### src/rtl/input_conditioner.sv
// input_conditioner: N-channel raw-pin conditioner on the pixel clock.
// Each channel has a 2-flop synchroniser, a counter debouncer, a debounced
// level and one-cycle press/release pulses. Compile with INPUT_COND_REPEAT_EN
// defined to add a per-channel auto-repeat (typematic) pulse on rep;
// otherwise rep is tied low and rpt_en is ignored.
module input_conditioner #(
   parameter int unsigned N               = 8,
   parameter int unsigned DEBOUNCE_CYCLES = 65536,
   parameter int unsigned REPEAT_DELAY    = 24000000,
   parameter int unsigned REPEAT_PERIOD   = 4000000
) (
   input  logic         clk,
   input  logic         reset,
   input  logic [N-1:0] in,
   input  logic [N-1:0] rpt_en,
   output logic [N-1:0] out,
   output logic [N-1:0] ondn,
   output logic [N-1:0] onup,
   output logic [N-1:0] rep
);

   localparam int unsigned   CW       = $clog2(DEBOUNCE_CYCLES + 1);
   localparam logic [CW-1:0] CNT_LAST = CW'(DEBOUNCE_CYCLES - 1);

   logic [N-1:0]  sync1_q;
   logic [N-1:0]  sync2_q;
   logic [CW-1:0] cnt_q [N];
   logic [CW-1:0] cnt_d [N];
   logic [N-1:0]  out_q;
   logic [N-1:0]  out_d;
   logic [N-1:0]  ondn_q;
   logic [N-1:0]  onup_q;
   logic [N-1:0]  acc_rise;
   logic [N-1:0]  acc_fall;

   // Debounce: count consecutive mismatch cycles, accept the synced level on the last one.
   always_comb begin
      out_d    = out_q;
      acc_rise = '0;
      acc_fall = '0;
      for (int unsigned i = 0; i < N; i++) begin
         cnt_d[i] = '0;
         if (sync2_q[i] != out_q[i]) begin
            if (cnt_q[i] == CNT_LAST) begin
               out_d[i]    = sync2_q[i];
               acc_rise[i] = sync2_q[i];
               acc_fall[i] = ~sync2_q[i];
            end else begin
               cnt_d[i] = cnt_q[i] + CW'(1);
            end
         end
      end
   end

   // Synchroniser, debounce counters, level and edge pulses.
   always_ff @(posedge clk) begin
      if (!reset) begin
         sync1_q <= '0;
         sync2_q <= '0;
         out_q   <= '0;
         ondn_q  <= '0;
         onup_q  <= '0;
         for (int unsigned i = 0; i < N; i++) begin
            cnt_q[i] <= '0;
         end
      end else begin
         sync1_q <= in;
         sync2_q <= sync1_q;
         out_q   <= out_d;
         ondn_q  <= acc_rise;
         onup_q  <= acc_fall;
         for (int unsigned i = 0; i < N; i++) begin
            cnt_q[i] <= cnt_d[i];
         end
      end
   end

   assign out  = out_q;
   assign ondn = ondn_q;
   assign onup = onup_q;

`ifdef INPUT_COND_REPEAT_EN
   localparam int unsigned   RMAX        = (REPEAT_DELAY > REPEAT_PERIOD) ? REPEAT_DELAY : REPEAT_PERIOD;
   localparam int unsigned   RW          = $clog2(RMAX + 1);
   localparam logic [RW-1:0] DELAY_LAST  = RW'(REPEAT_DELAY - 1);
   localparam logic [RW-1:0] PERIOD_LAST = RW'(REPEAT_PERIOD - 1);

   typedef enum logic [1:0] {
      RPT_IDLE,
      RPT_DELAY,
      RPT_PERIOD
   } rpt_state_e;

   rpt_state_e    rst_q [N];
   logic [RW-1:0] rc_q  [N];
   logic [N-1:0]  rep_q;

   // Repeat FSM per channel; rc counts cycles since the last pulse (or since arming).
   always_ff @(posedge clk) begin
      if (!reset) begin
         rep_q <= '0;
         for (int unsigned i = 0; i < N; i++) begin
            rst_q[i] <= RPT_IDLE;
            rc_q[i]  <= '0;
         end
      end else begin
         for (int unsigned i = 0; i < N; i++) begin
            rep_q[i] <= 1'b0;
            rc_q[i]  <= '0;
            if (acc_rise[i]) begin
               // press edge: pulse together with ondn when enabled
               rep_q[i] <= rpt_en[i];
               rst_q[i] <= rpt_en[i] ? RPT_DELAY : RPT_IDLE;
            end else if (!out_q[i] || acc_fall[i] || !rpt_en[i]) begin
               // released, releasing now, or disabled: no pulse, counter cleared
               rst_q[i] <= RPT_IDLE;
            end else begin
               case (rst_q[i])
                  // enable rose while held: arm without a pulse
                  RPT_IDLE: begin
                     rst_q[i] <= RPT_DELAY;
                  end
                  RPT_DELAY: begin
                     if (rc_q[i] == DELAY_LAST) begin
                        rep_q[i] <= 1'b1;
                        rst_q[i] <= RPT_PERIOD;
                     end else begin
                        rc_q[i] <= rc_q[i] + RW'(1);
                     end
                  end
                  RPT_PERIOD: begin
                     if (rc_q[i] == PERIOD_LAST) begin
                        rep_q[i] <= 1'b1;
                     end else begin
                        rc_q[i] <= rc_q[i] + RW'(1);
                     end
                  end
                  default: begin
                     rst_q[i] <= RPT_IDLE;
                  end
               endcase
            end
         end
      end
   end

   assign rep = rep_q;
`else
   logic rpt_en_unused;
   assign rpt_en_unused = ^rpt_en;
   assign rep           = '0;
`endif

endmodule

### config.mk
export PLATFORM = sky130hd
export DESIGN_NAME = input_conditioner
export DESIGN_NICKNAME = d
export VERILOG_FILES = /design/src/rtl/input_conditioner.sv
export SDC_FILE = /design/constraint.sdc
export NUM_CORES = 1
export LEC_CHECK = 0
export ABC_AREA = 1
export CORE_MARGIN = 2
export CORE_UTILIZATION = 59
export CTS_BUF_LIST = sky130_fd_sc_hd__clkbuf_8 sky130_fd_sc_hd__clkbuf_16
export DETAILED_ROUTE_END_ITERATION = 10
export PLACE_DENSITY = 0.84
export SETUP_SLACK_MARGIN = 0.3
export SLEW_MARGIN = 10
export SYNTH_ARGS = -nofsm -noshare
export SYNTH_HDL_FRONTEND = slang
export SYNTH_SLANG_ARGS = --single-unit
### constraint.sdc
create_clock -name clk -period 2.54 [get_ports clk]
set_clock_uncertainty 0.05 [all_clocks]
set_input_delay 0.635 -clock clk [delete_from_list [all_inputs] [get_ports clk]]
set_output_delay 0.635 -clock clk [all_outputs]
set_load 0.05 [all_outputs]
==> impl_metrics.csv <==
group,metric,value,unit
critical_path,cpMaxStageDelayCell,"clkdlybuf4s50_1",
power,ir_worst_vdd,511,µV
place,numPortBuffers,33,
timing,finalHoldViolations,0,
power,p_per_area,586,nW/µm²
critical_path,path_delay_family,"buffers and inverters",
die,rows,42,
yosys,synth_edf_count,0,
critical_path,worstPathCellList,"clkdlybuf4s50_1",
die,initial_utilization,60.4,%
route,ant_nets,0,
flow_run,maxCapViolations,0,
critical_path,slowest_delay,790,ps
cts,worstSkewPairLatency,430,ps
grt,gr-total-overflow,0,
timing,fmaxAchievable,454,MHz
grt,track_usage,21.4,%
grt,grt_pass1_vias,6151,
yosys,syn_area,7990,µm²
yosys,yosysWarnings,0,
layout,diodes,0,
yosys,ys_types,30,
die,die_y,120,µm
die,dieWidth,120,µm
place,routabilityCongestion,0.869,
critical_path,cp_data_arrival_time,1520,ps
timing,period_share,86.7,%
critical_path,required,1860,ps
cts,clock_sinks,176,
critical_path,cp_max_fo,1,
cts,cts_buffer_depth,2,
timing,setup_viol,0,
route,vias_per_cell,4.89,
outcome,status,"completed",
layout,synthToLayoutAreaGrowth,14.0,%
critical_path,crit_buf_inv,1,
power,p_leak,3.71,nW
timing,tightest_slew,539,ps
yosys,yosysSeqAreaShare,44.1,%
timing,maxSlewViolCount,0,
critical_path,path_class,"reg2out",
route,drtIter0Drc,406,
place,dp_hpwl,10500,µm
cts,htreeDepth,4,
die,io_pins,50,
timing,period_minus_slack,2200,ps
cts,cts_tree,"yes",
die,die_area,14500,µm²
route,avgRoutedWirePerCell,10.5,µm
route,drt-total-wl,14700,µm
route,dr.pass1.iters,5,
grt,grt_antenna_before_repair,0,
layout,drive_gt1_share,7.28,%
timing,tns,0,ps
yosys,synth_area_leaders,"dfxtp_1, nand2_1, nor2_1, inv_1, nand3_1",
yosys,async_flop_share,0,%
yosys,postSynthAreaPerCell,6.89,µm²
timing,slew_headroom,64.2,%
min_path,hp-class,"reg2reg",
yosys,synthDominantCellAreaShare,44.1,%
critical_path,start_kind,"register",
die,coreArea,13200,µm²
yosys,yosys.area.top_type,"dfxtp_1",
yosys,yosys_most_used_dff,"dfxtp_1",
route,drc,0,
yosys,synthesis.instances,1160,
cts,cts_made_buffers,17,
grt,grt_max_degree,19,
route,vias,6848,
grt,grt_pass1_wl,25600,µm
critical_path,worst_setup_path_end_kind,"output pin",
timing,rsz0062_at_grt,"yes",
yosys,ys_ff_latch,176,
timing,holdWs,361,ps
cts,clk_pin_slew,60,ps
cts,ctsRootBufferMaster,"clkbuf_16",
layout,final_nets,1244,
-- through the flow --
stage          cell area (µm²)  total power, mW  std cells  setup WS (ps)  util, %
2_1_floorplan             8020             2.94       1167            741        -
3_3_place_gp              8510             2.96       1365            367     64.2
3_5_place_dp              8510             2.96       1365            334     64.2
4_1_cts                   9060             5.39       1398            308     68.4
5_1_grt                   9110             5.54       1399            287     68.8
6_report                  9110             5.34       1399            339     68.8
-- flip-flops by register name, indices dropped and copies added, names as in the netlist --
| register | flops |
|---|---|
| ondn | 8 |
| sync1_q | 8 |
| onup | 8 |
| sync2_q | 8 |
| cnt_q | 136 |
| out | 8 |
-- timing repair --
item / CTS / global route
hold buffers: 0 / 0
hold endpoints to repair: 0 / 0
setup endpoints to repair: 19 / 87
pin swaps: 1 / 1
buffers inserted: 1 / 1
gates resized for setup: 14 / 23
-- area by class of cell --
| type | instances | area [µm²] |
|---|---|---|
| Sequential cell | 176 | 3520 |
| Clock inverter | 12 | 93.8 |
| Tap cell | 176 | 220 |
| Timing Repair Buffer | 45 | 425 |
| Inverter | 171 | 642 |
| Fill cell | 1143 | 4130 |
| Multi-Input combinational cell | 799 | 3740 |
| Clock buffer | 20 | 467 |
-- final timing paths --
check	startpoint	to	slack, ps	cells past startpoint
worst max-delay path	onup[7]	onup[7]	340	1
worst min-delay path	sync1_q[3]	sync2_q[3]	360	2
worst max register to register	cnt_q[1][34]	cnt_q[1][45]	480	12
worst min register to register	sync1_q[3]	sync2_q[3]	360	2
-- cell usage in the layout, fill, tap and decap left out, drive strengths merged, types with 16 or more instances in the layout --
master  synthesis  routed
a21oi          43      43
clkbuf          0      20
dfxtp         176     176
ha             16      16
inv           171     173
nand2         312     312
nand3          56      56
nand4          34      34
nor2          244     244
o21bai         24      24
-- layer usage --
layer / vias to the layer above / GRT usage (%) / wire (µm)
met5: - / 0 / 0
met4: 0 / 7.12 / 197
met1: 3066 / 25.7 / 6790
met2: 95 / 37.4 / 7170
li1: 3669 / - / -
met3: 18 / 5.33 / 493
-- logic make-up (layout without fill, tap and decap cells) --
family	Yosys count	in the layout	synth area share [%]
XOR/XNOR	15	15	1.64
flip-flops	176	176	44.1
adder cells (fa/ha/maj)	16	16	2.50
AO/OA/AOI/OAI	83	83	6.17
other	1	8	0.0469
buffers and inverters	192	248	9.71
AND/OR/NAND/NOR	677	677	35.8
-- synth_stat cells, types with 7 or more instances --
master	count
nand2_1	308
nor2_1	229
dfxtp_1	176
inv_1	169
nand3_1	53
a21oi_1	40
nand4_1	34
o21bai_1	24
ha_1	16
buf_2	11
nor2_2	11
o21ai_0	10
buf_4	9
xor2_1	8
xnor2_1	7
-- where the power goes --
group	switching (mW)	internal (mW)	total (mW)
clock	1.03	1.41	2.44
combinational	0.0800	0.0348	0.115
sequential	0.0114	2.78	2.79
total	1.12	4.22	5.34
Power figures use the tool's default switching activity.
